**src/rtl/serial_paralelo_pkg.sv**
```systemverilog
// -----------------------------------------------------------------------------
// serial_paralelo_pkg
// Shared PHY receive-path definitions for the serial-to-parallel deserializer:
//   - COMMA        : K28.5 alignment / idle symbol (8'hBC)
//   - BIT_CNT_W    : width of the in-byte bit counter
//   - BIT_CNT_LAST : bit counter value at which a byte boundary occurs
//   - CMA_CNT_W    : width of the consecutive-comma counter (BC_COUNT <= 15)
//   - phy_state_e  : SEARCH / ALIGN / ACTIVE alignment state encoding
//   - is_comma()   : symbol classification helper
// -----------------------------------------------------------------------------
package serial_paralelo_pkg;

    localparam logic [7:0] COMMA = 8'hBC;

    localparam int BIT_CNT_W = 3;
    localparam logic [BIT_CNT_W-1:0] BIT_CNT_LAST = 3'd7;

    localparam int CMA_CNT_W = 4;

    typedef enum logic [1:0] {
        SEARCH = 2'd0,
        ALIGN  = 2'd1,
        ACTIVE = 2'd2
    } phy_state_e;

    // True when an 8-bit window holds the alignment symbol.
    function automatic logic is_comma(input logic [7:0] sym);
        return (sym == COMMA);
    endfunction

endpackage : serial_paralelo_pkg

```
**src/rtl/serial_paralelo_if.sv**
```systemverilog
// -----------------------------------------------------------------------------
// serial_paralelo_if
// Bundles the deserializer's serial input and byte-side outputs.
//   data_in               : serial bit, MSB of each byte first
//   data_serial_paralelo  : deserialized byte, held between byte boundaries
//   valid_serial_paralelo : 1 = payload byte, 0 = comma / idle
//   byte_stb              : one-cycle pulse when the byte outputs update
//   active                : lock achieved, sticky until reset
// Modports:
//   master : the serial source / byte consumer side
//   slave  : the deserializer itself
// -----------------------------------------------------------------------------
interface serial_paralelo_if;

    logic       data_in;
    logic [7:0] data_serial_paralelo;
    logic       valid_serial_paralelo;
    logic       byte_stb;
    logic       active;

    modport master (
        output data_in,
        input  data_serial_paralelo,
        input  valid_serial_paralelo,
        input  byte_stb,
        input  active
    );

    modport slave (
        input  data_in,
        output data_serial_paralelo,
        output valid_serial_paralelo,
        output byte_stb,
        output active
    );

endinterface : serial_paralelo_if

```
**src/rtl/serial_paralelo_comma_aligner.sv**
```systemverilog
// -----------------------------------------------------------------------------
// serial_paralelo_comma_aligner
// Bit-sliding comma search and byte alignment FSM.
//   SEARCH : every bit position is tested for the comma.
//   ALIGN  : a comma was found; only byte boundaries are tested, and
//            BC_COUNT consecutive aligned commas are needed to lock.
//   ACTIVE : locked; a boundary strobe is produced every 8 bits.
// Ports:
//   clk_32f       in   bit-rate clock
//   reset         in   synchronous, active-high
//   data_in       in   serial bit
//   aligned_byte  out  current 8-bit window {history, data_in} (combinational)
//   byte_boundary out  this edge closes a byte while ACTIVE (combinational)
//   lock_edge     out  this edge declares lock (combinational)
// -----------------------------------------------------------------------------
module serial_paralelo_comma_aligner
    import serial_paralelo_pkg::*;
#(
    parameter int unsigned BC_COUNT = 4
) (
    input  logic       clk_32f,
    input  logic       reset,
    input  logic       data_in,
    output logic [7:0] aligned_byte,
    output logic       byte_boundary,
    output logic       lock_edge
);

    localparam logic [CMA_CNT_W-1:0] BC_COUNT_C = CMA_CNT_W'(BC_COUNT);

    // Only the seven most recent bits are needed: the eighth comes straight
    // from data_in so a byte is recognised on the edge its last bit arrives.
    logic [6:0]           hist_r;
    logic [6:0]           hist_nxt_s;
    logic [BIT_CNT_W-1:0] bit_cnt_r;
    logic [BIT_CNT_W-1:0] bit_cnt_nxt_s;
    logic [CMA_CNT_W-1:0] comma_cnt_r;
    logic [CMA_CNT_W-1:0] comma_cnt_nxt_s;
    phy_state_e           state_r;
    phy_state_e           state_nxt_s;
    logic [7:0]           word_s;
    logic                 lock_s;
    logic                 boundary_s;

    assign word_s = {hist_r, data_in};

    // State, shift history and counters register.
    always_ff @(posedge clk_32f) begin
        if (reset) begin
            state_r     <= SEARCH;
            hist_r      <= 7'd0;
            bit_cnt_r   <= 3'd0;
            comma_cnt_r <= 4'd0;
        end else begin
            state_r     <= state_nxt_s;
            hist_r      <= hist_nxt_s;
            bit_cnt_r   <= bit_cnt_nxt_s;
            comma_cnt_r <= comma_cnt_nxt_s;
        end
    end

    // Next-state, counter and strobe logic for the alignment FSM.
    always_comb begin
        state_nxt_s     = state_r;
        hist_nxt_s      = word_s[6:0];
        bit_cnt_nxt_s   = bit_cnt_r;
        comma_cnt_nxt_s = comma_cnt_r;
        lock_s          = 1'b0;
        boundary_s      = 1'b0;

        case (state_r)
            SEARCH: begin
                bit_cnt_nxt_s = 3'd0;
                if (is_comma(word_s)) begin
                    comma_cnt_nxt_s = 4'd1;
                    if (BC_COUNT_C == 4'd1) begin
                        state_nxt_s = ACTIVE;
                        lock_s      = 1'b1;
                    end else begin
                        state_nxt_s = ALIGN;
                    end
                end else begin
                    state_nxt_s = SEARCH;
                end
            end

            ALIGN: begin
                // Counter wraps 7 -> 0 so the next byte starts aligned.
                bit_cnt_nxt_s = bit_cnt_r + 3'd1;
                if (bit_cnt_r == BIT_CNT_LAST) begin
                    if (is_comma(word_s)) begin
                        comma_cnt_nxt_s = comma_cnt_r + 4'd1;
                        if ((comma_cnt_r + 4'd1) == BC_COUNT_C) begin
                            state_nxt_s = ACTIVE;
                            lock_s      = 1'b1;
                        end else begin
                            state_nxt_s = ALIGN;
                        end
                    end else begin
                        // Alignment broken: resume bit-sliding.
                        comma_cnt_nxt_s = 4'd0;
                        bit_cnt_nxt_s   = 3'd0;
                        state_nxt_s     = SEARCH;
                    end
                end else begin
                    state_nxt_s = ALIGN;
                end
            end

            ACTIVE: begin
                // Lock is sticky; data content never changes the state here.
                bit_cnt_nxt_s = bit_cnt_r + 3'd1;
                if (bit_cnt_r == BIT_CNT_LAST) begin
                    boundary_s = 1'b1;
                end else begin
                    boundary_s = 1'b0;
                end
            end

            default: begin
                state_nxt_s     = SEARCH;
                bit_cnt_nxt_s   = 3'd0;
                comma_cnt_nxt_s = 4'd0;
            end
        endcase
    end

    assign aligned_byte  = word_s;
    assign byte_boundary = boundary_s;
    assign lock_edge     = lock_s;

endmodule : serial_paralelo_comma_aligner

```
**src/rtl/serial_paralelo.sv**
```systemverilog
// -----------------------------------------------------------------------------
// serial_paralelo
// Serial-to-parallel deserializer with K28.5 comma alignment for the PHY
// receive path. One serial bit per clk_32f edge; once locked, one byte is
// presented every 8 clocks to the downstream 8->32 demux.
// Ports:
//   clk_32f  in   bit-rate clock, rising edge
//   reset    in   synchronous, active-high
//   bus      serial_paralelo_if.slave
//            data_in (in), data_serial_paralelo, valid_serial_paralelo,
//            byte_stb, active (out, all registered)
// Parameters:
//   BC_COUNT consecutive aligned commas required to declare lock (1..15)
// -----------------------------------------------------------------------------
module serial_paralelo
    import serial_paralelo_pkg::*;
#(
    parameter int unsigned BC_COUNT = 4
) (
    input  logic                 clk_32f,
    input  logic                 reset,
    serial_paralelo_if.slave     bus
);

    logic [7:0] aligned_byte_s;
    logic       byte_boundary_s;
    logic       lock_edge_s;

    logic [7:0] data_r;
    logic       valid_r;
    logic       stb_r;
    logic       active_r;

    serial_paralelo_comma_aligner #(
        .BC_COUNT (BC_COUNT)
    ) u_aligner (
        .clk_32f       (clk_32f),
        .reset         (reset),
        .data_in       (bus.data_in),
        .aligned_byte  (aligned_byte_s),
        .byte_boundary (byte_boundary_s),
        .lock_edge     (lock_edge_s)
    );

    // Byte output registers: update on the lock edge and on every locked
    // byte boundary, so the byte is visible right after its last bit edge.
    always_ff @(posedge clk_32f) begin
        if (reset) begin
            data_r   <= 8'd0;
            valid_r  <= 1'b0;
            stb_r    <= 1'b0;
            active_r <= 1'b0;
        end else if (lock_edge_s) begin
            // The locking window is itself a comma, hence not payload.
            data_r   <= COMMA;
            valid_r  <= 1'b0;
            stb_r    <= 1'b1;
            active_r <= 1'b1;
        end else if (byte_boundary_s) begin
            data_r   <= aligned_byte_s;
            valid_r  <= !is_comma(aligned_byte_s);
            stb_r    <= 1'b1;
            active_r <= active_r;
        end else begin
            data_r   <= data_r;
            valid_r  <= valid_r;
            stb_r    <= 1'b0;
            active_r <= active_r;
        end
    end

    assign bus.data_serial_paralelo  = data_r;
    assign bus.valid_serial_paralelo = valid_r;
    assign bus.byte_stb              = stb_r;
    assign bus.active                = active_r;

endmodule : serial_paralelo

```
**src/flat_wrapper.sv**
```systemverilog
// flat-port wrapper written by rule: the top's interface ports become plain ports
module serial_paralelo_flat import serial_paralelo_pkg::*;
#(
    parameter int unsigned BC_COUNT = 4
)
  (clk_32f, reset, bus_data_in, bus_data_serial_paralelo, bus_valid_serial_paralelo, bus_byte_stb, bus_active);
  serial_paralelo_if bus_i ();
  input  logic clk_32f;
  input  logic reset;
  input wire logic [$bits(bus_i.data_in)-1:0] bus_data_in;
  output wire logic [$bits(bus_i.data_serial_paralelo)-1:0] bus_data_serial_paralelo;
  output wire logic [$bits(bus_i.valid_serial_paralelo)-1:0] bus_valid_serial_paralelo;
  output wire logic [$bits(bus_i.byte_stb)-1:0] bus_byte_stb;
  output wire logic [$bits(bus_i.active)-1:0] bus_active;
  assign bus_i.data_in = bus_data_in;
  assign bus_data_serial_paralelo = bus_i.data_serial_paralelo;
  assign bus_valid_serial_paralelo = bus_i.valid_serial_paralelo;
  assign bus_byte_stb = bus_i.byte_stb;
  assign bus_active = bus_i.active;
  serial_paralelo #(.BC_COUNT(BC_COUNT)) u_core (.clk_32f(clk_32f), .reset(reset), .bus(bus_i));
endmodule
```
**config.mk**
```make
export PLATFORM = sky130hd
export DESIGN_NAME = serial_paralelo_flat
export DESIGN_NICKNAME = d
export VERILOG_FILES = /design/src/rtl/serial_paralelo_pkg.sv /design/src/rtl/serial_paralelo_if.sv /design/src/rtl/serial_paralelo_comma_aligner.sv /design/src/rtl/serial_paralelo.sv /design/src/flat_wrapper.sv
export SDC_FILE = /design/constraint.sdc
export NUM_CORES = 1
export LEC_CHECK = 0
export ABC_AREA = 1
export CORE_ASPECT_RATIO = 0.8
export CORE_MARGIN = 2
export CORE_UTILIZATION = 50
export DETAILED_ROUTE_END_ITERATION = 6
export PLACE_DENSITY = 0.73
export SETUP_SLACK_MARGIN = 0.2
export SYNTH_ARGS = -nofsm -noshare
export SYNTH_HDL_FRONTEND = slang
export SYNTH_SLANG_ARGS = --single-unit
```
**constraint.sdc**
```tcl
create_clock -name clk_32f -period 3.4 [get_ports clk_32f]
set_input_delay 0.68 -clock clk_32f [delete_from_list [all_inputs] [get_ports clk_32f]]
set_output_delay 0.68 -clock clk_32f [all_outputs]
set_load 0.05 [all_outputs]
```
Word level (Yosys, flattened, before mapping)
Cells that the tools add are included.
Operators by class
  $add $sub $neg: 2
  equal/unequal tests: 7
  mux-type cells: 22
  bitwise operators: 1
  reductions and logical operators: 5
Operator list (count)
  2-to-1 mux 8 bit: 2
  2-to-1 mux 4 bit: 3
  one-hot mux 4 bit (3 select lines): 1
  2-to-1 mux 1 bit: 9
  == test 8 bit (second input constant): 1
  2-to-1 mux 2 bit: 3
  2-to-1 mux 3 bit: 2
  one-hot mux 2 bit (3 select lines): 1
  one-hot mux 3 bit (2 select lines): 1
  adder 4 x 1 -> 4 bit (second input constant): 1
  == test 4 x 3 -> 1 bit (second input constant): 1
  adder 3 x 1 -> 3 bit (second input constant): 1
  == test 3 bit (second input constant): 1
  AND reduction 3 bit: 1
  == test 2 x 1 -> 1 bit (second input constant): 1
  == test 2 bit (second input constant): 1
  logical NOT 2 bit: 1
  inequality test 2 x 1 -> 1 bit (second input constant): 1
  inequality test 2 bit (second input constant): 1
  nonzero test 2 bit: 1
  OR reduction 2 bit: 1
  logical NOT 1 bit: 1
  inverter 1 bit: 1
Word-level totals
  register bits: 27
  bits of input ports: 3
  output and inout bits: 11
  word-level logic and storage cells: 46

Depth between registers and ports, before layout
Gate-level depths: netlist (run 1).
  depth in word-level cells: 7
  gate-level depth with buffers: 9
  depth with buffers taken out: 9

Hierarchy
From an unflattened synthesis (run 1), not the netlist that was laid out.
Second synthesis, totals
  cell total of the unflattened synthesis: 158
  area, all modules: 1265.0 µm²
Modules (own cells, without submodules)
  serial_paralelo_comma_aligner: instances 1, cells each 106, area an instance 823.3 µm², sequential area each 320.3 µm²
  serial_paralelo: instances 1, cells each 52, area an instance 441.7 µm², sequential area each 220.2 µm²

Least setup slack after synthesis (run 1)
OpenSTA, ideal clock, no wires.
  path kind: input port to flip-flop
  from: in bus_data_in
  to: reg u_core.valid_r, in the netlist u_core.bus.valid_serial_paralelo
  setup time: 0.115 ns
  data arrival time: 1.513 ns
  required time: 3.285 ns
  path slack: 1.772 ns
  stages: 8
  path buffers: 1
  cell sequence: inv_1 -> nand2_1 -> nor2_4 -> nand3_4 -> or2_0 -> buf_6 -> nand2_2 -> nor2_1
On the way
  word-level cells in the longest chain between the ends: 5
  elaborated cells on any way between the ends: 6
  classes of those cells: eq/ne: 1; mux: 3; reduce/logical: 2
Ends and longest elaborated chain
  start, declared: RTL line flat_wrapper.sv:10  | input wire logic [$bits(bus_i.data_in)-1:0] bus_data_in;
  == test 8 bit (*): RTL line serial_paralelo_pkg.sv:28  | return (sym == COMMA);
  2-to-1 mux 1 bit: RTL line serial_paralelo_comma_aligner.sv:91  | if (is_comma(word_s)) begin
  2-to-1 mux 1 bit: RTL line serial_paralelo_comma_aligner.sv:90  | if (bit_cnt_r == BIT_CNT_LAST) begin
  2-to-1 mux 1 bit: RTL line serial_paralelo_comma_aligner.sv:71  | case (state_r)
  OR reduction 2 bit (no line)
  end signal, assigned: RTL line serial_paralelo.sv:61  | valid_r <= !is_comma(aligned_byte_s);
  end signal, assigned: RTL line serial_paralelo.sv:66  | valid_r <= valid_r;
  end, declared: RTL line serial_paralelo.sv:30  | logic valid_r;
Every way passes the cells marked *; elsewhere a longest branch is shown, timed or not.
A chain may end at the register's enable or synchronous reset.

Final worst setup path (run 1)
  from: reg u_core.data_r[0], in the netlist u_core.bus.data_serial_paralelo[0]
  to: out bus_data_serial_paralelo[0]
RTL lines
  start, declared: RTL line serial_paralelo.sv:29  | logic [7:0] data_r;
  start signal, assigned: RTL line serial_paralelo.sv:60  | data_r <= aligned_byte_s;
  start signal, assigned: RTL line serial_paralelo.sv:65  | data_r <= data_r;
  end, declared: RTL line flat_wrapper.sv:11  | output wire logic [$bits(bus_i.data_serial_paralelo)-1:0] bus_data_serial_paralelo;
No word-level cell between the ends.

==> flow_metrics.py, run 1 <==
metrics = {
    "run_status": {
        "violations": "design-rule violations",
        "outcome": "complete, but fails checks",
    },
    "synthesis": {
        "synth_edf_count": 0,
        "synth_warnings": 0,
        "synth_top_area_frac": 0.453,
        "synth_seq_cells": 27,
        "synth-async-reset-ratio": 0,
        "ys_dominant_reg_cell": "dfxtp_1",
        "yosys.area.top_type": "dfxtp_1",
        "synthMostInstantiatedCell": "dfxtp_1",
        "synth_cells": 149,
        "ys_seq_area_frac": 0.453,
        "syn_avg_cell_area_sq_um": 8.01,
        "synth_cell_type_count": 21,
        "synth_top_cells_by_count": "dfxtp_1 (27), nand2_1 (25), inv_1 (24), nor2_1 (24), a21oi_2 (7)",
        "netlist_area_sq_um": 1190,
        "synth_fp_nets": 158,
        "synth_area_leaders": "dfxtp_1 (45%), nand2_1 (7.9%), inv_1 (7.5%)",
    },
    "clock_tree": {
        "clkTransAtPathRegs_ns": 0.15,
        "cts.sinks": 27,
        "cts_tree": "yes",
        "clk_latency_ns": 0.33,
        "ctsHoldBuffers": 0,
        "cts_buffer_depth": 2,
        "post_cts_buffers": 0,
        "cts_resized": 0,
        "cts_made_buffers": 3,
        "clock-root-buffer": "clkbuf_4",
        "htree_levels": 1,
    },
    "drt": {
        "wire_per_inst_microns": 10.6,
        "first_iter_violations": 22,
        "vias": 892,
        "drc": 1,
        "antenna_left": 0,
        "drtPass1Iterations": 6,
        "post_drt_via_cell_ratio": 4.74,
        "wl_mm": 2.00,
    },
    "pwr": {
        "p_leak_nw": 0.574,
        "clkPwrFrac": 0.299,
        "pwr-share-comb": 0.028,
        "peakVddDrop_v": 0.000228,
        "power_density_nw_per_um2": 347,
        "p_seq_frac": 0.673,
        "p_int_mw": 0.368,
        "switching_share": 0.225,
        "p_switching_mw": 0.107,
    },
    "floorplanning": {
        "die_width_microns": 58.6,
        "core_sq_um": 2210,
        "die_area_sq_um": 2800,
        "start_util": 0.539,
        "fp-row-count": 15,
        "io_pins": 14,
        "die_h_microns": 47.7,
    },
    "layout": {
        "multi_input_comb_area_sq_um": 536,
        "seq_area_sq_um": 541,
        "nets": 173,
        "syn2layout_area_growth_pct": 14.7,
        "fillers": 200,
        "drive_gt1_frac": 0.110,
        "antennaDiodeCount": 0,
    },
    "sta": {
        "finalHoldWorstSlack_ns": 0.436,
        "rsz0062_at_grt": "no",
        "slew_violations": 0,
        "hold_violations": 0,
        "max_slew_margin": 0.495,
        "setup-violations-final": 0,
        "max_freq_mhz": 458,
        "period_needed_ns": 2.18,
        "tightest_slew_ns": 0.757,
        "fin_worst_skew_ns": 0.00223,
        "finalSetupTns_ns": 0,
        "period_share": 0.642,
    },
    "setup_path": {
        "endpoint_kind": "output port",
        "cp.required_ns": 2.72,
        "cpPeakStageDelay_ns": 0.81,
        "criticalPathCategory": "reg -> out",
        "critPathLaunchType": "flop",
        "crit_path_max_fanout": 2,
        "arrival_ns": 1.50,
        "crit_chain": "clkdlybuf4s50_1",
        "slowest_stage": "clkdlybuf4s50_1",
        "cp_top_family": "buffers and inverters",
        "path_buf_inv": 1,
    },
    "global_routing": {
        "grt_max_degree": 17,
        "grt_overflow_total": 0,
        "grt_antenna_before_repair": 0,
        "grt_pass1_wl_mm": 3.39,
        "grt_usage": 0.163,
        "grt_pass1_vias": 808,
    },
    "run": {
        "drv_cap": 0,
    },
    "placed_design": {
        "place_hpwl_mm": 1.49,
        "gp_congestion": 0.832,
        "portBuffers": 13,
    },
    "worst_hold_path": {
        "min_path_type": "reg -> reg",
    },
}
## cell type report
class                      instances  share of cell area
tap                               25              0.0229
multi-input combinational         93               0.391
clock inverter                     1             0.00548
inverter                          25              0.0686
sequential                        27               0.395
clock buffer                       3              0.0165
timing repair buffer              14               0.101
## flip-flops by register name, summed over array words and instances, names as in the netlist
signal and count:
u_core.bus.data_serial_paralelo 8, u_core.u_aligner.hist_r 7, u_core.u_aligner.comma_cnt_r 4, u_core.u_aligner.bit_cnt_r 3
u_core.u_aligner.state_r 2, u_core.bus.active 1, u_core.bus.byte_stb 1, u_core.bus.valid_serial_paralelo 1
## through the flow
stage                     instances  area, sq um  utilization  total power [mW]  worst slack [ns]
after floorplan                 149         1190            -             0.335              1.77
after global placement          184         1340        0.605             0.340              1.07
after detailed placement        184         1340        0.605             0.340              1.04
after CTS                       188         1370        0.618             0.480              1.20
after global routing            188         1370        0.618             0.492              1.16
final                           188         1370        0.618             0.475              1.22
## worst paths after layout
| check | from | end | slack [ns] | depth (start not counted) |
|---|---|---|---|---|
| worst max-delay path | u_core.bus.data_serial_paralelo[0] | bus_data_serial_paralelo[0] | 1.22 | 1 |
| worst min-delay path | u_core.u_aligner.bit_cnt_r[0] | u_core.u_aligner.bit_cnt_r[0] | 0.44 | 1 |
| worst max register to register | u_core.u_aligner.bit_cnt_r[0] | u_core.bus.data_serial_paralelo[0] | 1.57 | 6 |
| worst min register to register | u_core.u_aligner.bit_cnt_r[0] | u_core.u_aligner.bit_cnt_r[0] | 0.44 | 1 |
## cell usage in the layout (no fill, tap or decap), drive strengths merged, types with 2 or more instances in the layout
master | Yosys | final
mux2i | 5 | 5
o21ai | 6 | 6
nand4 | 2 | 2
inv | 25 | 25
clkbuf | 2 | 3
nand2 | 27 | 27
dfxtp | 27 | 27
a21oi | 12 | 12
nand3 | 6 | 6
ha | 6 | 6
clkdlybuf4s50 | 0 | 13
nor2 | 26 | 26
## logic make-up (layout without fill, tap and decap cells)
kind of cell	count (synthesis)	in the layout	synth area share
simple gates	63	63	0.239
buf+inv	29	43	0.0985
flops	27	27	0.453
compound gates	18	18	0.0975
fa+ha+maj	6	6	0.0629
mux	5	5	0.0419
xor+xnor	1	1	0.00734
## power by group through the flow
stage	logic [mW]	clock network [mW]	registers, mW
finish	0.0133	0.142	0.320
global route	0.0148	0.157	0.320
CTS	0.0134	0.147	0.320
detailed placement	0.0133	0	0.326
global placement	0.0134	0	0.326
floorplan	0.00888	0	0.326
## routing by layer
layer,up-vias,share of wire,global-route usage
li1,486,-,-
met1,391,0.52,0.208
met2,13,0.44,0.279
met3,2,0.031,0.0486
met4,0,0.0070,0.0409
met5,-,0,0
Power figures use the tool's default switching activity.
==> run 2, diff against run 1 <==
- CORE_UTILIZATION: 50 -> 48
- clock period: 3.4 -> 2 ns (I/O delays scaled with it)
==> run 2 against run 1 <==
Compared with the run above:
- sequential power up 70%
- the flow now finishes without violations
- power up 69%
- critical path depth unchanged
- sequential share of layout area is 0.11 points higher
==> flow_metrics.py, run 2 (synthesis gave the netlist of run 1 again) <==
metrics = {
    "run_status": {
        "outcome": "complete, no violations",
    },
    "drt": {
        "drtPass1Iterations": 4,
        "vias": 932,
        "drc": 0,
        "wl_mm": 2.13,
        "antenna_left": 0,
        "wire_per_inst_microns": 11.2,
        "first_iter_violations": 18,
        "post_drt_via_cell_ratio": 4.88,
    },
    "global_routing": {
        "grt_usage": 0.163,
        "grt_pass1_vias": 879,
        "grt_antenna_before_repair": 0,
        "grt_overflow_total": 0,
        "grt_pass1_wl_mm": 3.68,
        "grt_max_degree": 16,
    },
    "setup_path": {
        "critPathLaunchType": "flop",
        "cpPeakStageDelay_ns": 0.53,
        "slowest_stage": "dlygate4sd2_1",
        "endpoint_kind": "output port",
        "arrival_ns": 1.22,
        "ff2ff_path_depth": 6,
        "cp-startpoint": "u_core.bus.active",
        "crit_end": "bus_active",
        "cp_top_family": "buffers and inverters",
        "criticalPathCategory": "reg -> out",
        "r2r_slack_ns": 0.40,
        "r2r-end": "u_core.bus.data_serial_paralelo[3]",
        "crit_chain": "dlygate4sd2_1",
        "cp.required_ns": 1.60,
        "crit_cells": 1,
        "crit_path_max_fanout": 2,
        "worst_r2r_startpoint": "u_core.u_aligner.bit_cnt_r[0]",
        "path_buf_inv": 1,
    },
    "placed_design": {
        "pre_cts_slack_ns": 0.0877,
        "dp.cells": 187,
        "dpl_cell_area_sq_um": 1350,
        "gp_congestion": 0.773,
        "place_hpwl_mm": 1.62,
        "portBuffers": 13,
    },
    "floorplanning": {
        "start_util": 0.497,
        "die_width_microns": 59.8,
        "fp-row-count": 16,
        "io_pins": 14,
        "die_area_sq_um": 2900,
        "die_h_microns": 48.6,
        "core_sq_um": 2400,
    },
    "sta": {
        "max_slew_margin": 0.671,
        "period_share": 0.812,
        "tightest_slew_ns": 0.495,
        "worst_slack_ns": 0.375,
        "hold_violations": 0,
        "finalSetupTns_ns": 0,
        "fin_worst_skew_ns": 0.00126,
        "rsz0062_at_grt": "no",
        "setup-violations-final": 0,
        "period_needed_ns": 1.62,
        "max_freq_mhz": 616,
        "slew_violations": 0,
        "finalHoldWorstSlack_ns": 0.441,
    },
    "pwr": {
        "power_mw": 0.804,
        "p_seq_frac": 0.675,
        "switching_share": 0.224,
        "clkPwrFrac": 0.295,
        "p_switching_mw": 0.180,
        "power_density_nw_per_um2": 589,
        "peakVddDrop_v": 0.000522,
        "pwr-share-comb": 0.029,
        "p_int_mw": 0.624,
        "p_leak_nw": 0.637,
    },
    "layout": {
        "drive_gt1_frac": 0.122,
        "fin_area_sq_um": 1370,
        "stdcell_count": 191,
        "syn2layout_area_growth_pct": 14.4,
        "antennaDiodeCount": 0,
        "largest_reg_flops": 8,
        "final_util": 0.568,
        "final_common_cell": "dfxtp_1",
        "nets": 174,
        "layout_common_cells": "dfxtp_1 (27), inv_1 (24), nand2_1 (24), nor2_1 (24), dlygate4sd2_1 (11)",
    },
    "clock_tree": {
        "htree_levels": 1,
        "clock-root-buffer": "clkbuf_4",
        "cts_buffer_depth": 2,
        "cts_made_buffers": 3,
        "cts_tree": "yes",
        "cts.sinks": 27,
        "clk_latency_ns": 0.33,
        "clkTransAtPathRegs_ns": 0.14,
    },
    "worst_hold_path": {
        "min_path_type": "reg -> reg",
    },
    "run": {
        "drv_cap": 0,
    },
}
-- run 2: timing repair --
| item | CTS | global route |
|---|---|---|
| endpoints found under the setup margin | 11 | 3 |
| buffers inserted | 0 | 0 |
| hold buffers | 0 | 0 |
| endpoints found under the hold margin | 0 | 0 |
| gates cloned | 0 | 0 |
| gates resized for setup | 11 | 1 |
-- run 2: cell type report --
cell class	count	area, sq um
well taps	27	33.8
fillers	234	1040
multi-input cells	93	538
repair buffers	15	131
inverters	25	93.8
clock inverters	1	5.00
clock buffers	3	22.5
flip-flops and latches	27	541
-- run 2: power by group through the flow --
stage	Clock, mW	Sequential [mW]	Combinational, mW
6_report	0.238	0.543	0.0235
3_5_place_dp	0	0.555	0.0234
3_3_place_gp	0	0.555	0.0230
5_1_grt	0.266	0.544	0.0258
2_1_floorplan	0	0.554	0.0151
4_1_cts	0.251	0.543	0.0235
-- run 2: worst min path at each step --
stage	start	depth (start not counted)	to
2_1_floorplan	u_core.u_aligner.bit_cnt_r[0]	1	u_core.u_aligner.bit_cnt_r[0]
3_3_place_gp	u_core.u_aligner.bit_cnt_r[0]	1	u_core.u_aligner.bit_cnt_r[0]
3_5_place_dp	u_core.u_aligner.hist_r[5]	2	u_core.u_aligner.hist_r[6]
4_1_cts	u_core.u_aligner.hist_r[5]	2	u_core.u_aligner.hist_r[6]
5_1_grt	u_core.u_aligner.hist_r[5]	2	u_core.u_aligner.hist_r[6]
6_report	u_core.u_aligner.hist_r[5]	2	u_core.u_aligner.hist_r[6]
-- run 2: layer usage --
layer  share of wire  up-vias  global-route usage
met5               0        -                   0
met3           0.029        2              0.0588
met2            0.47       10               0.259
li1                -      488                   -
met1            0.49      432               0.211
met4          0.0061        0              0.0370
==> run 3, diff against run 2 <==
- clock period: 2 -> 1.4 ns (I/O delays scaled with it)
==> run 3 against run 2 <==
Compared with the run above:
- the flow now finishes with violations (negative setup slack)
- utilization rose by 18 points
- hold slack gained 0.0096 ns
- non-clock buffer count grew 15
- clock-buffer cell count stayed put
- power up 47%
- sequential power up 42%
- critical path type is now reg -> reg
- highest routed layer unchanged
==> flow_metrics.py, run 3 (synthesis gave the netlist of run 1 again) <==
metrics = {
    "pwr": {
        "p_leak_nw": 0.718,
        "p_switching_mw": 0.287,
        "p_int_mw": 0.896,
        "switching_share": 0.242,
        "clkPwrFrac": 0.311,
        "p_seq_frac": 0.653,
        "pwr-share-comb": 0.037,
        "power_density_nw_per_um2": 656,
        "power_mw": 1.18,
        "peakVddDrop_v": 0.000598,
    },
    "floorplanning": {
        "start_util": 0.497,
        "die_area_sq_um": 2900,
        "core_sq_um": 2400,
        "fp-row-count": 16,
        "io_pins": 14,
        "die_h_microns": 48.6,
        "die_width_microns": 59.8,
    },
    "sta": {
        "tightest_slew_ns": 0.330,
        "max_slew_margin": 0.780,
        "finalHoldWorstSlack_ns": 0.451,
        "hold_violations": 0,
        "setup-violations-final": 5,
        "worst_slack_ns": -0.0335,
        "finalSetupTns_ns": -0.0686,
        "slew_violations": 0,
        "fin_worst_skew_ns": 0.00225,
        "rsz0062_at_grt": "yes",
        "period_needed_ns": 1.43,
        "max_freq_mhz": 698,
        "period_share": 1.02,
    },
    "setup_path": {
        "cp_top_family": "flip-flops",
        "crit_chain": "ha_4 > ha_4 > buf_4 > nand2_8 > mux2i_2 > a21oi_2",
        "slowest_stage": "dfxtp_2",
        "cp.required_ns": 1.65,
        "path_buf_inv": 1,
        "critPathLaunchType": "flop",
        "crit_path_max_fanout": 7,
        "endpoint_kind": "flop",
        "critPathMostFrequentCell": "ha_4",
        "criticalPathCategory": "reg -> reg",
        "cpPeakStageDelay_ns": 0.37,
        "arrival_ns": 1.69,
    },
    "layout": {
        "syn2layout_area_growth_pct": 50.9,
        "final_common_cell": "nor2_1",
        "antennaDiodeCount": 0,
        "final_util": 0.750,
        "stdcell_count": 207,
        "layout_common_cells": "nor2_1 (22), inv_1 (20), nand2_1 (19)",
        "drive_gt1_frac": 0.483,
        "nets": 190,
        "largest_reg_flops": 8,
    },
    "drt": {
        "drc": 0,
        "drtPass1Iterations": 4,
        "vias": 1055,
        "first_iter_violations": 54,
        "wire_per_inst_microns": 15.5,
        "antenna_left": 0,
        "wl_mm": 3.20,
        "post_drt_via_cell_ratio": 5.10,
    },
    "clock_tree": {
        "cts_buffer_depth": 2,
        "cts.sinks": 27,
        "cts_tree": "yes",
        "clkTransAtPathRegs_ns": 0.15,
        "cts_made_buffers": 3,
        "clk_latency_ns": 0.35,
        "clock-root-buffer": "clkbuf_4",
        "ctsHoldBuffers": 0,
        "htree_levels": 1,
    },
    "global_routing": {
        "grt_usage": 0.210,
        "grt_antenna_before_repair": 0,
        "grt_pass1_wl_mm": 4.57,
        "grt_max_degree": 17,
        "grt_pass1_vias": 987,
        "grt_overflow_total": 0,
    },
    "placed_design": {
        "gp_congestion": 0.797,
        "portBuffers": 13,
        "dp.cells": 193,
        "place_hpwl_mm": 1.89,
    },
    "run_status": {
        "violations": "negative setup slack",
        "outcome": "complete, but fails checks",
    },
    "worst_hold_path": {
        "min_path_type": "reg -> reg",
    },
    "run": {
        "drv_cap": 0,
    },
}
run 3: cell types whose count changed in the layout (fill, tap and decap cells not counted), sizes merged:
cell | before | now
dlygate4sd2 | 11 | 0
buf | 2 | 28
clkinv | 1 | 0
clkinvlp | 0 | 1
nand2 | 27 | 28
run 3: what timing repair did:
action	in CTS	in global routing
endpoints found under the hold margin	0	0
pin swaps	9	7
setup endpoints to repair	20	27
resized for setup	25	26
setup buffers	7	2
cloned	0	1
run 3: worst min-delay path, stage by stage, from the launching register on:
cell and delay, ns:
dfxtp_1 0.33, inv_2 0.06, nor2_1 0.04
run 3: cell type report:
type	count	area, sq um
clock buffers	3	22.5
clock inverters	1	7.51
fillers	167	601
inverters	25	96.3
multi-input cells	94	694
flip-flops and latches	27	568
well taps	27	33.8
repair buffers	30	379
run 3: power by group through the flow:
stage | Clock, mW | Sequential [mW] | Combinational [mW]
after floorplan | 0 | 0.792 | 0.0227
after global placement | 0 | 0.792 | 0.0363
after detailed placement | 0 | 0.793 | 0.0368
after CTS | 0.356 | 0.775 | 0.0405
after global routing | 0.387 | 0.773 | 0.0474
final | 0.367 | 0.772 | 0.0432
run 3: path summary, 6_finish.rpt:
path / slack (ns) / depth (start not counted) / from / end
min reg2reg: 0.45 / 2 / u_core.u_aligner.hist_r[0] / u_core.u_aligner.hist_r[1]
max reg2reg: -0.03 / 6 / u_core.u_aligner.bit_cnt_r[1] / u_core.bus.data_serial_paralelo[2]
max: -0.03 / 6 / u_core.u_aligner.bit_cnt_r[1] / u_core.bus.data_serial_paralelo[2]
min: 0.45 / 2 / u_core.u_aligner.hist_r[0] / u_core.u_aligner.hist_r[1]
run 3: layer usage:
metal  vias to the layer above  wire length, microns  track usage
met4                         0                   118       0.0556
met5                         -                     0            0
met1                       498                  1250        0.263
met3                        10                   134       0.0668
met2                        23                  1700        0.344
li1                        524                     -            -
run 3: per-stage QoR:
stage | cell area, sq um | setup WS, ns
2_1_floorplan | 1240 | 0.139
3_3_place_gp | 1550 | -0.229
3_5_place_dp | 1550 | -0.297
4_1_cts | 1700 | -0.0162
5_1_grt | 1800 | -0.0838
6_report | 1800 | -0.0335
